File: src/rtl/pipeline_hazard_ctrl_pkg.sv
// Shared types and constants for the pipeline stall/flush sequencer.
// ctrl_t bundles every pipeline-control output so each decode case is a single constant.
package pipeline_hazard_ctrl_pkg;

    typedef enum logic {
        ST_RUN      = 1'b0,
        ST_MEM_WAIT = 1'b1
    } hz_state_e;

    typedef struct packed {
        logic dmem_req;
        logic pc_write;
        logic pc_sel_branch;
        logic ifid_write;
        logic ifid_flush;
        logic idex_write;
        logic idex_flush;
        logic exmem_write;
        logic exmem_flush;
        logic memwb_bubble;
    } ctrl_t;

    localparam logic [4:0] REG_ZERO = 5'd0;

    // dmem_req is left 0 in every constant; the top ORs in the request separately.
    localparam ctrl_t CTRL_RESET = '{dmem_req: 1'b0, pc_write: 1'b0, pc_sel_branch: 1'b0,
                                     ifid_write: 1'b0, ifid_flush: 1'b1, idex_write: 1'b0,
                                     idex_flush: 1'b1, exmem_write: 1'b0, exmem_flush: 1'b1,
                                     memwb_bubble: 1'b1};
    localparam ctrl_t CTRL_NORMAL = '{dmem_req: 1'b0, pc_write: 1'b1, pc_sel_branch: 1'b0,
                                      ifid_write: 1'b1, ifid_flush: 1'b0, idex_write: 1'b1,
                                      idex_flush: 1'b0, exmem_write: 1'b1, exmem_flush: 1'b0,
                                      memwb_bubble: 1'b0};
    localparam ctrl_t CTRL_FREEZE = '{dmem_req: 1'b0, pc_write: 1'b0, pc_sel_branch: 1'b0,
                                      ifid_write: 1'b0, ifid_flush: 1'b0, idex_write: 1'b0,
                                      idex_flush: 1'b0, exmem_write: 1'b0, exmem_flush: 1'b0,
                                      memwb_bubble: 1'b1};
    localparam ctrl_t CTRL_BRANCH = '{dmem_req: 1'b0, pc_write: 1'b1, pc_sel_branch: 1'b1,
                                      ifid_write: 1'b1, ifid_flush: 1'b1, idex_write: 1'b1,
                                      idex_flush: 1'b1, exmem_write: 1'b1, exmem_flush: 1'b1,
                                      memwb_bubble: 1'b0};
    localparam ctrl_t CTRL_LOADUSE = '{dmem_req: 1'b0, pc_write: 1'b0, pc_sel_branch: 1'b0,
                                       ifid_write: 1'b0, ifid_flush: 1'b0, idex_write: 1'b1,
                                       idex_flush: 1'b1, exmem_write: 1'b1, exmem_flush: 1'b0,
                                       memwb_bubble: 1'b0};

    function automatic logic loaduse_hit(
        input logic       memread,
        input logic [4:0] rd,
        input logic       use_rs1,
        input logic [4:0] rs1,
        input logic       use_rs2,
        input logic [4:0] rs2
    );
        return memread && (rd != REG_ZERO) &&
               ((use_rs1 && (rs1 == rd)) || (use_rs2 && (rs2 == rd)));
    endfunction

endpackage

File: src/rtl/pipeline_hazard_ctrl_sat_counter.sv
// Saturating up-counter with enable; sticks at all-ones instead of wrapping.
module sat_counter #(
    parameter int W = 32
) (
    input  logic         clk,
    input  logic         reset,
    input  logic         en,
    output logic [W-1:0] count
);

    always_ff @(posedge clk or negedge reset) begin
        if (!reset) begin
            count <= '0;
        end else if (en && (count != {W{1'b1}})) begin
            count <= count + W'(1);
        end
    end

endmodule

File: src/rtl/pipeline_hazard_ctrl.sv
// Stall/flush sequencer for the 5-stage pipeline: load-use stalls, variable-latency
// data-memory freeze with timeout abort, and taken-branch redirect from EX/MEM.
module pipeline_hazard_ctrl
    import pipeline_hazard_ctrl_pkg::*;
#(
    parameter int MEM_TIMEOUT = 64,
    parameter int CNT_W       = 32
) (
    input  logic             clk,
    input  logic             reset,
    input  logic [4:0]       ifid_rs1,
    input  logic [4:0]       ifid_rs2,
    input  logic             ifid_use_rs1,
    input  logic             ifid_use_rs2,
    input  logic             idex_memread,
    input  logic [4:0]       idex_rd,
    input  logic             exmem_branch,
    input  logic             exmem_zero,
    input  logic             exmem_memread,
    input  logic             exmem_memwrite,
    input  logic             dmem_ready,
    output logic             dmem_req,
    output logic             pc_write,
    output logic             pc_sel_branch,
    output logic             ifid_write,
    output logic             ifid_flush,
    output logic             idex_write,
    output logic             idex_flush,
    output logic             exmem_write,
    output logic             exmem_flush,
    output logic             memwb_bubble,
    output logic             mem_timeout,
    output logic [CNT_W-1:0] stall_cycles,
    output logic             dbg_state
);

    localparam logic [7:0] WAIT_LAST = 8'(MEM_TIMEOUT - 1);

    hz_state_e  state;
    logic [7:0] wait_cnt;
    logic       memop;
    logic       taken;
    logic       loaduse;
    logic       frozen;
    logic       timeout_hit;
    ctrl_t      ctrl;

    assign memop       = exmem_memread | exmem_memwrite;
    assign taken       = exmem_branch & exmem_zero;
    assign loaduse     = loaduse_hit(idex_memread, idex_rd, ifid_use_rs1, ifid_rs1,
                                     ifid_use_rs2, ifid_rs2);
    assign timeout_hit = (state == ST_MEM_WAIT) && !dmem_ready && (wait_cnt == WAIT_LAST);
    assign frozen      = ((state == ST_RUN) && memop && !dmem_ready) ||
                         ((state == ST_MEM_WAIT) && !dmem_ready);

    // The abort cycle stays frozen but clears EX/MEM so the dead access never retires.
    always_comb begin
        ctrl = CTRL_NORMAL;
        if (!reset) begin
            ctrl = CTRL_RESET;
        end else begin
            if (frozen) begin
                ctrl = CTRL_FREEZE;
                if (timeout_hit) begin
                    ctrl.exmem_flush = 1'b1;
                end
            end else if (taken) begin
                ctrl = CTRL_BRANCH;
            end else if (loaduse) begin
                ctrl = CTRL_LOADUSE;
            end
            ctrl.dmem_req = (state == ST_MEM_WAIT) | memop;
        end
    end

    always_ff @(posedge clk or negedge reset) begin
        if (!reset) begin
            state       <= ST_RUN;
            wait_cnt    <= 8'd0;
            mem_timeout <= 1'b0;
        end else begin
            case (state)
                ST_RUN: begin
                    if (memop && !dmem_ready) begin
                        state    <= ST_MEM_WAIT;
                        wait_cnt <= 8'd1;
                    end
                end
                ST_MEM_WAIT: begin
                    if (dmem_ready) begin
                        state    <= ST_RUN;
                        wait_cnt <= 8'd0;
                    end else if (wait_cnt == WAIT_LAST) begin
                        state       <= ST_RUN;
                        wait_cnt    <= 8'd0;
                        mem_timeout <= 1'b1;
                    end else begin
                        wait_cnt <= wait_cnt + 8'd1;
                    end
                end
                default: begin
                    state    <= ST_RUN;
                    wait_cnt <= 8'd0;
                end
            endcase
        end
    end

    sat_counter #(.W(CNT_W)) u_stall_cnt (
        .clk   (clk),
        .reset (reset),
        .en    (!ctrl.pc_write),
        .count (stall_cycles)
    );

    assign dmem_req      = ctrl.dmem_req;
    assign pc_write      = ctrl.pc_write;
    assign pc_sel_branch = ctrl.pc_sel_branch;
    assign ifid_write    = ctrl.ifid_write;
    assign ifid_flush    = ctrl.ifid_flush;
    assign idex_write    = ctrl.idex_write;
    assign idex_flush    = ctrl.idex_flush;
    assign exmem_write   = ctrl.exmem_write;
    assign exmem_flush   = ctrl.exmem_flush;
    assign memwb_bubble  = ctrl.memwb_bubble;
    assign dbg_state     = state;

endmodule
File: config.mk
export PLATFORM = sky130hd
export DESIGN_NAME = pipeline_hazard_ctrl
export DESIGN_NICKNAME = d
export VERILOG_FILES = /design/src/rtl/pipeline_hazard_ctrl_pkg.sv /design/src/rtl/pipeline_hazard_ctrl_sat_counter.sv /design/src/rtl/pipeline_hazard_ctrl.sv
export SDC_FILE = /design/constraint.sdc
export NUM_CORES = 1
export LEC_CHECK = 0
export ABC_AREA = 1
export ABC_CLOCK_PERIOD_IN_PS = 2800
export CAP_MARGIN = 40
export CORE_MARGIN = 5
export CORE_UTILIZATION = 50
export CTS_BUF_LIST = sky130_fd_sc_hd__clkbuf_8
export CTS_CLUSTER_SIZE = 40
export DETAILED_ROUTE_END_ITERATION = 7
export GPL_TIMING_DRIVEN = 1
export PLACE_DENSITY = 0.9
export SLEW_MARGIN = 20
export SYNTH_ARGS = -nofsm -noshare
export SYNTH_HDL_FRONTEND = slang
export SYNTH_SLANG_ARGS = --single-unit
File: constraint.sdc
create_clock -name clk -period 2.8 [get_ports clk]
set_input_delay 0.56 -clock clk [delete_from_list [all_inputs] [get_ports clk]]
set_output_delay 0.56 -clock clk [all_outputs]
set_load 0.01 [all_outputs]
Word level (Yosys, flattened, before mapping)
Index checks and enable logic that the tools add are counted.

word-level totals
  bits in registers = 42
  logic and storage cells = 45

operators by class
  reductions and logical operators = 16
  mux-type cells = 13
  equality and inequality tests = 5
  bitwise gates (word level) = 5
  add/subtract/negate cells = 2

operators by type and width
  cell                                                  number
  adder 32 x 1 -> 32 bit (second input constant)        1
  != test 32 bit (second input constant)                1
  two-way mux 9 bit                                     3
  two-way mux 8 bit                                     3
  one-hot mux 8 bit (2 select lines)                    1
  equality test 5 bit                                   2
  logical AND 1 bit                                     10
  two-way mux 10 bit                                    1
  adder 8 x 1 -> 8 bit (second input constant)          1
  equality test 8 x 6 -> 1 bit (second input constant)  1
  nonzero test 5 bit                                    1
  two-way mux 1 bit                                     4
  AND reduction 3 bit                                   1
  zero test 1 bit                                       2
  logical OR 1 bit                                      2
  != test 2 x 1 -> 1 bit (second input constant)        1
  inverter 1 bit                                        2
  OR 1 bit                                              2
  one-hot mux 1 bit (2 select lines)                    1
  bitwise AND 1 bit                                     1

Depth between registers and ports, before layout
  depth in word-level cells = 10
  mapped depth = 12

By module
From an unflattened synthesis, not the netlist that was laid out.

second synthesis, totals
  cells, all modules = 476
  area, all modules = 3062.9 µm²

by module, submodules not included
  module                cells each  area an instance (µm²)  instances
  sat_counter           333         2190.9                  1
  pipeline_hazard_ctrl  143         872.1                   1

Worst setup path after synthesis
Ideal clock, no wire load.

  kind = input port to output port
  from = input port exmem_memwrite
  to = output port pc_write
  arrival time = 1.827 ns
  stages on the path = 9
  slack = 0.413 ns
  path buffers = 2
  cell sequence = nor2_1 nor2_1 inv_1 nand2_1 nor2_1 nand2_1 clkbuf_1 nand2_1 buf_4

on the way
  cells in the longest elaborated chain, start to end = 6

ends and longest elaborated chain
  what                             line                        text
  from (decl)                      pipeline_hazard_ctrl.sv:20  input logic exmem_memwrite,
  OR 1 bit                         pipeline_hazard_ctrl.sv:48  assign memop = exmem_memread | exmem_memwrite;
  logical AND 1 bit (2 in series)  pipeline_hazard_ctrl.sv:53  assign frozen = ((state == ST_RUN) && memop && !dmem_ready) ||
  logical OR 1 bit                 pipeline_hazard_ctrl.sv:53
  two-way mux 9 bit                pipeline_hazard_ctrl.sv:62  if (frozen) begin
  two-way mux 10 bit               pipeline_hazard_ctrl.sv:59  if (!reset) begin
  to (decl)                        pipeline_hazard_ctrl.sv:23  output logic pc_write,

Every way passes these cells.

Worst setup path after layout
  from = input port exmem_memwrite
  to = output port idex_write

on the way
  cells in the longest elaborated chain, start to end = 6

ends and longest elaborated chain
  what                             line                        text
  OR 1 bit                         pipeline_hazard_ctrl.sv:48
  logical AND 1 bit (2 in series)  pipeline_hazard_ctrl.sv:53
  logical OR 1 bit                 pipeline_hazard_ctrl.sv:53
  two-way mux 9 bit                pipeline_hazard_ctrl.sv:62
  two-way mux 10 bit               pipeline_hazard_ctrl.sv:59
  to (decl)                        pipeline_hazard_ctrl.sv:27  output logic idex_write,

Every way passes these cells.

==> impl_results.md <==
* Status: finished, final reports clean
* Initial antenna violation count at 0
* Total negative slack at 0 ns
* DRT met1 WL at 3.94 mm
* CTS Buffer Depth at 2
* #FFs+latches synth at 42
* Commonest non-fill, non-tap cell in the layout: nand2_1
* Std cell rows at 28
* Area of the multi-input gates at 1760 µm²
* WL final at 8.84 mm
* TritonCTS buffer count at 5
* LEAKAGE at 1.91 nW
* Clock root buffer master: clkbuf_8
* Die W at 87.9 µm
* Yosys warns at 0
* Placed cell area at 3800 µm²
* Max Slew Vio Count at 0
* Critical path fanouts, max at 3
* Post-CTS Setup Bufs at 0
* Vias at 3,296
* Die Y at 87.9 µm
* Sink Count at 42
* Routed Antenna Nets at 0
* Gr ovfl total at 0
* Commonest non-fill, non-tap cells in the layout: 211 x nand2_1, 71 x nor2_1, 60 x clkdlybuf4s50_1
* Die area at 7720 µm²
* Final setup fails at 0
* First-pass DRT Iterations at 5
* Via-to-Cell Ratio at 5.28
* Vias in the first global route at 3,144
* Largest net degree at the start of global routing at 34
* Syn nets at 503
* Share of the synthesized area in the top cell type at 34.7%
* Area grow syn2layout at 28.8%
* Synth Area in Adders at 0.825%
* Worst setup EP type: primary output
* Worst-Margin Slew at 0.437 ns
* Final instance area at 3910 µm²
* Post-synth EDFFs at 0
* Critical path class: in2out
* Unique masters post-synth at 24
* Placer Congestion at 0.920
* Core Box Area at 5920 µm²
* Largest stage delay, worst path at 0.53 ns
* H-tree depth at 2
* Register clock-pin slew on the reported worst setup and hold paths at 0.08 ns
* Count of hold-fix buffers inserted at cts at 0
* Family with the most delay on the worst path: buffers and inverters
* Final Hold Fails at 0
* Crit-path cells: clkdlybuf4s50_1 -> nor2_2 -> nor2_1 -> inv_1 -> nand2_1 -> nor2_1 -> buf_4 -> clkdlybuf4s50_1
* Mapped Area at 3030 µm²
* WL met2 at 3.99 mm
* Slew margin rel. at 70.7%
* CTS tree: done
* Initial Util at 51.2%
* Post-Syn Instances at 476
* Antenna cell count at 0
* Area leader, netlist: dfrtp_1
* Fin crit share at 97.1%
* Complex-gate fraction of the synthesized area at 1.82%
* Async set-reset flop share out of synthesis at 100%
* Register area share after synthesis at 34.7%
* Max-cap viol count at 0
* Register Area at 1050 µm²
* GR Util All Layers at 24.0%
* Final critical-path required period at 2.72 ns
* Post-DP HPWL at 6.89 mm
* Nets at 575
* XOR/XNOR Fraction of Synth Area at 5.20%
* Type of the worst min-delay path: in2async
* Largest family of logic cells by synthesized area: simple AND/OR/NAND/NOR gates
* Top sig layer: met4
* Iteration-0 DRC Markers at 221
* DRC viols at 0
* Crit path launch type: input port
* Global-route wire length before repair at 14.6 mm
* Max IR drop VDD at 268 µV
* IO Count at 69
* Unrepaired setup endpoints after global routing: no
* Multiplexer share of the synthesized area at 0%
* Filler Cell Count at 526
* PD cells at 419 nW/µm²
* Clk_lat worst skew at 0.30 ns
* WP data arrival at 2.16 ns
* PortBufs at 68
* Wire per inst at 14.2 µm
* Crit path max-delay cell type: clkdlybuf4s50_1
* Layout Skew at 0.00983 ns
* Most used flip-flop cell after synthesis: dfrtp_1
* Share of cells above drive strength 1 at 5.28%
* WP buf/inv at 4
* Max Fclk at 0.368 GHz
* CP required at 2.24 ns
* Synthesized area per cell at 6.37 µm²
* Area fraction in and, or, nand and nor cells after synthesis at 49.9%
* Ranking of synthesized cells by area: dfrtp_1 35%, nand2_1 26%, nor2_1 9.0%
* Met3 wire len at 709 µm
==> metrics by stage <==
step	worst slack [ns]	hold WS, ns	total power [W]	utilization, %	cells
after global placement	-0.0398	0.448	0.00115	64.1	616
after detailed placement	-0.132	0.455	0.00117	64.1	616
final	0.0817	0.313	0.00164	66.0	624
after CTS	0.0354	0.317	0.00165	65.9	624
after global routing	0.00435	0.343	0.00172	66.0	624
after floorplan	0.413	0.264	0.000950	-	476
==> per-layer routing <==
| layer | vias to the layer above | track usage, % |
|---|---|---|
| met3 | 19 | 5.08 |
| met4 | 0 | 8.23 |
| met1 | 1501 | 32.2 |
| met5 | - | 0 |
| li1 | 1652 | - |
| met2 | 124 | 38.5 |
==> path summary, 6_finish.rpt <==
check,from,end,slack (ns),cells past startpoint
worst max register to register,u_stall_cnt.count[0],u_stall_cnt.count[1],0.43,10
min in group clk,mem_timeout,mem_timeout,0.47,2
max in group asynchronous,reset,u_stall_cnt.count[20],2.26,2
worst min-delay path,reset,dbg_state,0.31,2
worst max-delay path,exmem_memwrite,idex_write,0.08,8
worst min register to register,mem_timeout,mem_timeout,0.47,2
==> final cells by class <==
cell class / instances / area share, %
well taps: 75 / 2.40
multi-input cells: 382 / 45.0
repair buffers: 79 / 19.3
flip-flops and latches: 42 / 26.9
clock buffers: 5 / 1.76
clock inverters: 3 / 1.02
inverters: 38 / 3.65
==> registers in the layout (all words and copies together), names as in the netlist <==
signal,flops
dbg_state,1
mem_timeout,1
u_stall_cnt.count,32
wait_cnt,8
==> logic make-up after synthesis <==
group                      Yosys count
and+or+nand+nor                    351
xor gates and xnor gates            18
buffers and inverters               52
adders and majority gates            2
AOI/OAI and AO/OA                   11
DFF                                 42
==> cells in the mapped netlist, types with 2 or more instances <==
cell and instances:
dfrtp_1 42, nand4_1 34, xor2_1 11, buf_1 3, nand3_2 3, o21ai_0 8, nand3_1 6, inv_1 38
a21oi_1 3, buf_6 3, nor2_1 73, nand2_1 211, xnor2_1 7, nor3_1 4, buf_2 3, buf_4 2
ha_1 2, clkbuf_1 3, nand3b_1 15
==> repair_timing <==
action                     4_1_cts  5_1_grt
setup endpoints to repair        6        3
pin swaps                        0        1
gates resized for setup          7        2
==> report_power, final <==
part | switching (W) | leakage, nW | internal (W)
logic | 0.000219 | 1.28 | 0.000202
registers | 0.0000776 | 0.569 | 0.000654
clock network | 0.000220 | 0.0579 | 0.000263
total | 0.000517 | 1.91 | 0.00112
Power figures use the tool's default switching activity.
